File: src/rtl/job_sched_pkg.sv
// rtl/job_sched_pkg.sv - shared types, codes and helpers for the job scheduler
package job_sched_pkg;

    localparam int TILE_W = 16;

    localparam logic [1:0] MODE_MM     = 2'd0;
    localparam logic [1:0] MODE_MM_ACC = 2'd1;
    localparam logic [1:0] MODE_PPU    = 2'd2;
    localparam logic [1:0] MODE_MM_PPU = 2'd3;

    typedef enum logic [1:0] {
        S_IDLE   = 2'd0,
        S_LAUNCH = 2'd1,
        S_RUN    = 2'd2,
        S_RESP   = 2'd3
    } sched_state_t;

    // Increment that sticks at all-ones instead of wrapping
    function automatic logic [TILE_W-1:0] tile_sat_inc(input logic [TILE_W-1:0] v);
        return (v == {TILE_W{1'b1}}) ? v : v + 1'b1;
    endfunction

endpackage

File: src/rtl/job_sched_cmd_fifo.sv
// rtl/job_sched_cmd_fifo.sv - synchronous command FIFO with full/empty/count
module job_sched_cmd_fifo #(
    parameter int DEPTH = 4,
    parameter int WIDTH = 7
) (
    input  logic                       clk,
    input  logic                       rst,
    input  logic                       wr_en,
    input  logic [WIDTH-1:0]           wr_data,
    input  logic                       rd_en,
    output logic [WIDTH-1:0]           rd_data,
    output logic                       full,
    output logic                       empty,
    output logic [$clog2(DEPTH+1)-1:0] count
);

    localparam int PTR_W = $clog2(DEPTH);
    localparam int CNT_W = $clog2(DEPTH + 1);

    logic [WIDTH-1:0] mem [DEPTH];
    logic [PTR_W-1:0] wr_ptr;
    logic [PTR_W-1:0] rd_ptr;
    logic             wr_ok;
    logic             rd_ok;

    assign full    = (count == CNT_W'(DEPTH));
    assign empty   = (count == '0);
    assign wr_ok   = wr_en && !full;
    assign rd_ok   = rd_en && !empty;
    assign rd_data = mem[rd_ptr];

    // Storage array; contents are meaningless until written, so no reset
    always_ff @(posedge clk) begin
        if (wr_ok) begin
            mem[wr_ptr] <= wr_data;
        end
    end

    // Pointers wrap naturally at DEPTH (power of two); count tracks occupancy
    always_ff @(posedge clk or posedge rst) begin
        if (rst) begin
            wr_ptr <= '0;
            rd_ptr <= '0;
            count  <= '0;
        end else begin
            if (wr_ok) begin
                wr_ptr <= wr_ptr + 1'b1;
            end
            if (rd_ok) begin
                rd_ptr <= rd_ptr + 1'b1;
            end
            case ({wr_ok, rd_ok})
                2'b10:   count <= count + 1'b1;
                2'b01:   count <= count - 1'b1;
                default: ;
            endcase
        end
    end

endmodule

File: src/rtl/job_sched.sv
// rtl/job_sched.sv - queues host jobs and launches them one at a time on the accelerator core
module job_sched
    import job_sched_pkg::*;
#(
    parameter int DEPTH  = 4,
    parameter int TAG_W  = 4,
    parameter int TO_CYC = 1048575
) (
    input  logic                       i_clk,
    input  logic                       i_rst,
    input  logic                       i_cmd_valid,
    output logic                       o_cmd_ready,
    input  logic [1:0]                 i_cmd_mode,
    input  logic                       i_cmd_relu,
    input  logic [TAG_W-1:0]           i_cmd_tag,
    output logic                       o_acc_start,
    output logic [1:0]                 o_acc_mode,
    output logic                       o_acc_relu_en,
    input  logic                       i_acc_tile_done,
    input  logic                       i_acc_finish,
    output logic                       o_rsp_valid,
    input  logic                       i_rsp_ready,
    output logic [TAG_W-1:0]           o_rsp_tag,
    output logic                       o_rsp_err,
    output logic [TILE_W-1:0]          o_rsp_tiles,
    output logic                       o_busy,
    output logic [$clog2(DEPTH+1)-1:0] o_pending
);

    localparam int FIFO_W = 3 + TAG_W;
    localparam int WD_W   = (TO_CYC > 1) ? $clog2(TO_CYC) : 1;
    localparam logic [WD_W-1:0] WD_LAST = (TO_CYC > 0) ? WD_W'(TO_CYC - 1) : '0;

    sched_state_t      state;
    sched_state_t      state_nxt;
    logic              fifo_full;
    logic              fifo_empty;
    logic              push;
    logic              pop;
    logic [FIFO_W-1:0] head;
    logic [WD_W-1:0]   wd_cnt;
    logic              wd_expired;

    // Ready drops while reset is held so nothing is accepted into a FIFO being cleared
    assign o_cmd_ready = !fifo_full && !i_rst;
    assign push        = i_cmd_valid && o_cmd_ready;
    assign wd_expired  = (TO_CYC != 0) && (wd_cnt == WD_LAST);

    // Entry layout: {mode[1:0], relu, tag}
    job_sched_cmd_fifo #(
        .DEPTH (DEPTH),
        .WIDTH (FIFO_W)
    ) u_cmd_fifo (
        .clk     (i_clk),
        .rst     (i_rst),
        .wr_en   (push),
        .wr_data ({i_cmd_mode, i_cmd_relu, i_cmd_tag}),
        .rd_en   (pop),
        .rd_data (head),
        .full    (fifo_full),
        .empty   (fifo_empty),
        .count   (o_pending)
    );

    // State register
    always_ff @(posedge i_clk or posedge i_rst) begin
        if (i_rst) begin
            state <= S_IDLE;
        end else begin
            state <= state_nxt;
        end
    end

    // Next-state: finish takes priority over watchdog expiry in the same cycle
    always_comb begin
        state_nxt = state;
        case (state)
            S_IDLE:   if (!fifo_empty) state_nxt = S_LAUNCH;
            S_LAUNCH: state_nxt = S_RUN;
            S_RUN:    if (i_acc_finish || wd_expired) state_nxt = S_RESP;
            S_RESP:   if (i_rsp_ready) state_nxt = S_IDLE;
            default:  state_nxt = S_IDLE;
        endcase
    end

    // Per-state control outputs
    always_comb begin
        o_acc_start = 1'b0;
        pop         = 1'b0;
        o_rsp_valid = 1'b0;
        o_busy      = (state != S_IDLE);
        case (state)
            S_LAUNCH: begin
                o_acc_start = 1'b1;
                pop         = 1'b1;
            end
            S_RESP:  o_rsp_valid = 1'b1;
            default: ;
        endcase
    end

    // Job configuration, tile counter, watchdog and response fields
    always_ff @(posedge i_clk or posedge i_rst) begin
        if (i_rst) begin
            o_acc_mode    <= '0;
            o_acc_relu_en <= 1'b0;
            o_rsp_tag     <= '0;
            o_rsp_err     <= 1'b0;
            o_rsp_tiles   <= '0;
            wd_cnt        <= '0;
        end else begin
            case (state)
                S_LAUNCH: begin
                    o_acc_mode    <= head[FIFO_W-1 -: 2];
                    o_acc_relu_en <= head[TAG_W];
                    o_rsp_tag     <= head[TAG_W-1:0];
                    o_rsp_err     <= 1'b0;
                    o_rsp_tiles   <= '0;
                    wd_cnt        <= '0;
                end
                S_RUN: begin
                    if (i_acc_tile_done) begin
                        o_rsp_tiles <= tile_sat_inc(o_rsp_tiles);
                    end
                    wd_cnt <= wd_cnt + 1'b1;
                    if (!i_acc_finish && wd_expired) begin
                        o_rsp_err <= 1'b1;
                    end
                end
                default: ;
            endcase
        end
    end

endmodule
File: config.mk
export PLATFORM = sky130hd
export DESIGN_NAME = job_sched
export DESIGN_NICKNAME = d
export VERILOG_FILES = /design/src/rtl/job_sched_pkg.sv /design/src/rtl/job_sched_cmd_fifo.sv /design/src/rtl/job_sched.sv
export SDC_FILE = /design/constraint.sdc
export NUM_CORES = 1
export LEC_CHECK = 0
export ABC_CLOCK_PERIOD_IN_PS = 2410
export CORE_ASPECT_RATIO = 1.2
export CORE_MARGIN = 4
export CORE_UTILIZATION = 50
export DETAILED_ROUTE_END_ITERATION = 6
export HOLD_SLACK_MARGIN = 0.03
export PLACE_DENSITY = 0.8
export REMOVE_ABC_BUFFERS = 1
export SLEW_MARGIN = 20
export SYNTH_ARGS = -nofsm -noshare
export SYNTH_HDL_FRONTEND = slang
export SYNTH_SLANG_ARGS = --single-unit
File: constraint.sdc
create_clock -name i_clk -period 2.41 [get_ports i_clk]
set_input_delay 0.241 -clock i_clk [delete_from_list [all_inputs] [get_ports i_clk]]
set_output_delay 0.241 -clock i_clk [all_outputs]
set_load 0.005 [all_outputs]
======== After elaboration in Yosys (flattened, before gate mapping) ========
Memories as Yosys holds them, arrays and structs flattened. A register that Yosys moved wholly into a read port is not among the register bits.
Index checks and enable logic that the tools add are counted.
cells by class
  mux-type cells .......................... 15
  equal/unequal tests ..................... 14
  reduce and logical (&&, ||, !) cells .... 18
  $add $sub $neg .......................... 6
operators with widths
  operator                                                                number
  20-bit one-hot mux with 2 select lines                                  1
  16-bit two-way mux                                                      2
  16-bit one-hot mux with 2 select lines                                  1
  20-bit by 1-bit adder with 20-bit output (second input constant)        1
  20-bit equality test (second input constant)                            1
  16-bit by 1-bit adder with 16-bit output (second input constant)        1
  16-bit equality test (second input constant)                            1
  2-bit != test (second input constant)                                   6
  2-bit one-hot mux with 4 select lines                                   1
  2-bit equality test (second input constant)                             3
  2-bit two-way mux                                                       3
  3-bit one-hot mux with 2 select lines                                   1
  3-bit AND reduction                                                     2
  2-bit nonzero test                                                      3
  1-bit logical AND                                                       5
  1-bit two-way mux                                                       5
  2-bit by 1-bit adder with 2-bit output (second input constant)          2
  2-bit by 1-bit equality test with 1-bit output (second input constant)  2
  1-bit logical NOT                                                       4
  3-bit by 1-bit adder with 3-bit output (second input constant)          1
  3-bit equality test (second input constant)                             1
  3-bit logical NOT                                                       1
  3-bit by 1-bit subtractor with 3-bit output (second input constant)     1
  2-bit logical NOT                                                       1
  other kinds (3)                                                         3
storage, ports and cells
  output and inout bits ................... 31
  logic and storage cells ................. 61
  memories ................................ 1
  RAM bits ................................ 28
  bits of input ports ..................... 13
  flip-flop bits (word level) ............. 46
memory list
  memory          words  bits a word  read ports  clocked after memory_dff  wr ports  RTL line                  text
  u_cmd_fifo.mem  4      7            1           1                         1         job_sched_cmd_fifo.sv:20  logic [WIDTH-1:0] mem [DEPTH];

======== Logic depth before layout (Yosys ltp) ========
  depth after elaboration ................. 7
  depth in mapped cells ................... 11
  mapped depth without buffers ............ 10

======== Hierarchy ========
From an unflattened synthesis, not the netlist that was laid out.
second synthesis, totals
  cell total of the unflattened synthesis .. 309
  area, all modules ....................... 3844.9 um^2
by module, submodules not included
  module              area an instance (um^2)  cells each  instances
  job_sched           2391.0                   234         1
  job_sched_cmd_fifo  1453.9                   75          1

======== Worst setup path before layout ========
No wires, ideal clock.
  path type ............................... register -> register
  from .................................... reg state[1]
  to ...................................... reg u_cmd_fifo.count[2]
  arrival ................................. 2.227 ns
  cell stages (with the launch flop) ...... 12
  path slack .............................. 0.104 ns
  setup time .............................. 0.079 ns
  period minus slack after synthesis ...... 2.306 ns
  data required time ...................... 2.331 ns
  path through ............................ dfrtp_1 -> inv_1 -> ha_1 -> clkbuf_1 -> inv_1 -> nor2_1 -> ha_1 -> inv_1 -> fa_1 -> xor2_1 -> nor2_1 -> xor2_1
on the way
  word-level cells in the longest chain between the ends .. 5
ends and longest elaborated chain
  element                                                                                RTL line                  text
  start: declaration                                                                     job_sched.sv:34           sched_state_t state;
  start signal: assignment                                                               job_sched.sv:70           state <= state_nxt;
  2-bit by 1-bit equality test with 1-bit output (*)                                     n/a
  1-bit two-way mux (*)                                                                  n/a
  via o_acc_start                                                                        job_sched.sv:16           output logic o_acc_start,
  1-bit logical AND (*)                                                                  job_sched_cmd_fifo.sv:29  assign rd_ok = rd_en && !empty;
  via u_cmd_fifo.rd_ok                                                                   job_sched_cmd_fifo.sv:24  logic rd_ok;
  2-bit by 1-bit equality test with 1-bit output or 2-bit equality test (tied branches)  job_sched_cmd_fifo.sv:52  case ({wr_ok, rd_ok})
  3-bit one-hot mux with 2 select lines or 2-bit nonzero test (tied branches)            n/a
  end signal: assignment                                                                 job_sched_cmd_fifo.sv:53  2'b10: count <= count + 1'b1;
  end signal: assignment                                                                 job_sched_cmd_fifo.sv:54  2'b01: count <= count - 1'b1;
  end: declaration                                                                       job_sched_cmd_fifo.sv:14  output logic [$clog2(DEPTH+1)-1:0] count
The timed path passes the listed nets; every way through them passes the cells marked *.
A chain may end at the register's enable or synchronous reset.

======== Final worst setup path ========
  from .................................... reg state[0]
  to ...................................... reg o_rsp_tiles[12]
on the way
  word-level cells in the longest chain between the ends .. 3
ends and longest elaborated chain
  element                                                                                RTL line          text
  2-bit equality test or 2-bit by 1-bit equality test with 1-bit output (tied branches)  job_sched.sv:112  case (state)
  2-bit != test (no line) or 2-bit nonzero test (tied branches)                          n/a
  3-bit AND reduction (no line)                                                          n/a
  end signal: assignment                                                                 job_sched.sv:123  o_rsp_tiles <= tile_sat_inc(o_rsp_tiles);
  end: declaration                                                                       job_sched.sv:25   output logic [TILE_W-1:0] o_rsp_tiles,
Parallel ways exist; a longest one is shown, timed or not.

==> impl_metrics.toml <==
[outcome]
run_status = "finished clean"

[final_layout]
final_net_count = 418
syn2layout_area_growth_pct = 19.7
ratio_of_cells_with_drive_above_1_in_the_final_layout_pct = 11.6
antenna_cells_inserted = 0

[clocking]
postCtsSetupRepairBufs = 0
clock_insertion_delay_worst_skew_ns = 0.35
tritoncts = "done"
hold_buffers = 0
ctsHtreeMaxLevel = 3
library_cell_used_as_clock_root_buffer = "clkbuf_8"
cts_made_buffers = 9
post_cts.resized_instances = 0
ctsLongestPathBuffers = 2
cts.reportedPaths.clkPinSlew_ns = 0.09
cts_sinks = 81

[detailed_routing]
detail_route.wirelength_um = 7800
detail-route-antenna-nets = 0
top_sig_layer = "met4"
avgViaCountPerCell = 5.88
drc = 0
route.detailed.wl_per_inst_um = 16.0
drt-met1-wl_um = 3280
detailroute.wirelength.met3_um = 344
route.met2.wl_um = 4060
dr_total_vias = 2871
drt_first_iter_violations = 197
first_pass_iteration_count_of_the_detailed_router = 4

[power_and_ir_drop]
total_leakage_power_nw = 1.85
p_per_area_nw_per_um2 = 970
share_clk_of_total_power_pct = 21.9
p_switching_w = 0.00159
p_int_w = 0.00298
sw_frac_of_total_pct = 34.8
gate_power_share_pct = 37.2
power_frac_seq_pct = 40.9
power.ir.vdd_worst_mv = 0.574

[critical_path]
reg2reg_to = "o_rsp_tiles[12]$_DFFE_PP0P_"
timing.critical_path.from_type = "flop"
critical_path_peak_fanout = 12
launching_element_of_the_worst_setup_path = "state[0]$_DFFE_PP0P_"
ff2ff_setup_slack_ns = 0.18
cp_cell_sequence = "inv_1 > ha_1 > and2_0 > o2111ai_1 > or4_1 > a21oi_1"
crit_type = "reg -> reg"
number_of_cells_on_the_worst_reg_to_reg_path = 6
critPathCapture = "o_rsp_tiles[12]$_DFFE_PP0P_"
cp_data_required_time_ns = 2.68
worstPathArrival_ns = 2.50
beginning_of_the_worst_register_to_register_path = "state[0]$_DFFE_PP0P_"
timing.critical_path.slowest_cell_delay_ns = 0.53
setup.worst_path.end_class = "flop"
worst_path_max_delay_cell = "ha_1"

[synthesis]
async_reset_ff_share_pct = 65.4
synth_seq_area_share_pct = 55.0
postSynthAreaPerCell_sq_um = 11.6
flip_flop_and_latch_count_after_synthesis = 81
synth_edf_count = 28
post_synth_instance_area_sq_um = 3940
dominantRegCellSynth = "dfrtp_1"
post_synth_num_cell_types = 42
yosysWarnings = 0
postSynthCellCount = 339

[global_route]
global_route.usage.total_pct = 18.0
grt_first_pass_wirelength_um = 13300
grt-ovfl-total = 0
first_global_vias = 2843
antenna_found_initial = 0
grt_start_max_net_pins = 54

[placed_design]
gp_congestion = 0.801
dpl_worst_slack_ns = 0.217
port_buffer_count = 43
dp.final_hpwl_um = 5590

[sta]
slew_headroom_pct = 54.4
tns_ns = 0
hold_viol_final = 0
finalMaxSlewViolations = 0
unrepaired_setup_endpoints_after_global_routing = "false"
fmax_mhz = 449
post-route-worst-setup-slack_ns = 0.182
timing_worst_slew_pin_value_ns = 0.684
layout_min_cycle_time_ns = 2.23
timing.final.crit_share_pct = 92.5
setup_viol = 0
finClkSkew_ns = 0.0106

[hold_path]
worstHoldPathType = "in -> async"

[floorplan]
initial_core_util_pct = 51.4
pin_count = 44
floorplan.die_area_sq_um = 9370
die_w_um = 89.1
core_area_sq_um = 7660
die_extent_in_y_um = 105
floorplan.rows = 35

[job]
drv.max_cap_violation_count = 0
-- how the worst min path moves through the flow --
stage                                         from                               to  slack (ns)  cells after the start
after floorplan                       i_cmd_tag[0]   u_cmd_fifo.mem[0][0]$_DFFE_PP_        0.34                      0
after global placement    o_rsp_tag[3]$_DFFE_PP0P_         o_rsp_tag[3]$_DFFE_PP0P_        0.49                      1
after detailed placement  o_rsp_tag[3]$_DFFE_PP0P_         o_rsp_tag[3]$_DFFE_PP0P_        0.50                      1
after CTS                                    i_rst       o_rsp_tiles[3]$_DFFE_PP0P_        0.45                      3
after global routing                         i_rst  u_cmd_fifo.count[2]$_DFFE_PP0P_        0.49                      3
final                                        i_rst       o_rsp_tiles[5]$_DFFE_PP0P_        0.42                      3
-- power groups by stage --
stage | clock network (W) | registers (W) | logic, W
3_3_place_gp | 0 | 0.00189 | 0.00167
4_1_cts | 0.00102 | 0.00188 | 0.00173
3_5_place_dp | 0 | 0.00190 | 0.00172
6_report | 0.00100 | 0.00187 | 0.00170
5_1_grt | 0.00109 | 0.00191 | 0.00190
2_1_floorplan | 0 | 0.00186 | 0.00103
-- routing by layer --
metal | track usage, % | vias to the layer above
met5 | 0 | -
li1 | - | 1361
met1 | 22.5 | 1438
met2 | 30.2 | 62
met3 | 4.93 | 10
met4 | 5.43 | 0
-- metrics by stage --
step | util, % | instance area [sq um] | hold slack [ns] | total power [W] | instances
after floorplan | - | 3890 | 0.340 | 0.00289 | 326
after global placement | 58.9 | 4520 | 0.494 | 0.00356 | 472
after detailed placement | 58.9 | 4520 | 0.499 | 0.00362 | 472
after CTS | 61.6 | 4720 | 0.448 | 0.00462 | 488
after global routing | 61.6 | 4720 | 0.488 | 0.00490 | 488
final | 61.6 | 4720 | 0.421 | 0.00458 | 488
-- sequential cells by signal (all words and copies together), names as in the netlist, 3 cells and up --
signal,count
wd_cnt,20
u_cmd_fifo.mem,28
o_rsp_tag,4
u_cmd_fifo.count,3
o_rsp_tiles,16
-- cell type report --
cell class / count / area (sq um)
repair buffers: 54 / 513
clock inverters: 7 / 77.6
well taps: 92 / 115
inverters: 17 / 63.8
multi-input cells: 228 / 1660
fillers: 601 / 2950
flip-flops and latches: 81 / 2170
clock buffers: 9 / 124
-- worst max-delay path: cells and delay by family (launching register included) --
kind                     cells  cell delay, ns
AND/OR/NAND/NOR              2            0.73
adder cells (fa/ha/maj)      1            0.53
AO/OA/AOI/OAI                2            0.38
buffers and inverters        1            0.11
flip-flops                   1            0.41
-- Yosys cell counts, types with 2 or more instances --
| library cell | count | share of area, % |
|---|---|---|
| dfrtp_1 | 53 | 34 |
| nand2_1 | 29 | 2.8 |
| edfxtp_1 | 28 | 21 |
| a21oi_1 | 23 | 2.9 |
| inv_1 | 17 | 1.6 |
| ha_1 | 13 | 4.1 |
| mux2i_1 | 13 | 3.3 |
| nand4_1 | 13 | 2.1 |
| nor2_1 | 13 | 1.2 |
| nand2b_1 | 12 | 1.9 |
| o21ai_0 | 11 | 1.4 |
| clkbuf_1 | 9 | 0.86 |
| nand3_1 | 9 | 1.1 |
| mux2_2 | 8 | 2.3 |
| or3_1 | 8 | 1.3 |
| mux4_2 | 7 | 4.0 |
| o31ai_1 | 7 | 1.3 |
| or4_1 | 7 | 1.3 |
| xnor2_1 | 7 | 1.6 |
| and3_1 | 6 | 0.95 |
| and4_1 | 5 | 1.1 |
| nor4_1 | 5 | 0.79 |
| xor2_1 | 5 | 1.1 |
| and2_1 | 4 | 0.63 |
| buf_2 | 4 | 0.51 |
| nor3_1 | 4 | 0.51 |
| a22o_1 | 2 | 0.44 |
| nor2b_1 | 2 | 0.32 |
| nor3b_1 | 2 | 0.38 |
-- placed cells by master (no fill, tap or decap), types with 5 or more instances in the layout --
cell type and n:
dfrtp_1 53, clkdlybuf4s50_1 43, nand2_1 29, edfxtp_1 28
a21oi_1 23, inv_1 16, nand4_1 13, nor2_1 13
mux2i_1 13, ha_1 13, nand2b_1 12, o21ai_0 11
buf_4 11, nand3_1 9, clkbuf_8 9, mux2_2 8
or3_1 8, mux4_2 7, xnor2_1 7, o31ai_1 7
or4_1 7, and3_1 6, nor4_1 5, xor2_1 5
and4_1 5
-- cell families (layout without fill, tap and decap cells) --
family	count (synthesis)	count (layout)	synth area share (%)
XOR/XNOR	12	12	2.67
multiplexers	28	28	9.59
flip-flops	81	81	55.0
buffers and inverters	30	87	2.98
AND/OR/NAND/NOR	123	123	17.3
AO/OA/AOI/OAI	51	51	7.81
adder cells (fa/ha/maj)	14	14	4.64
Note: power is estimated with default switching activity, not from simulation.
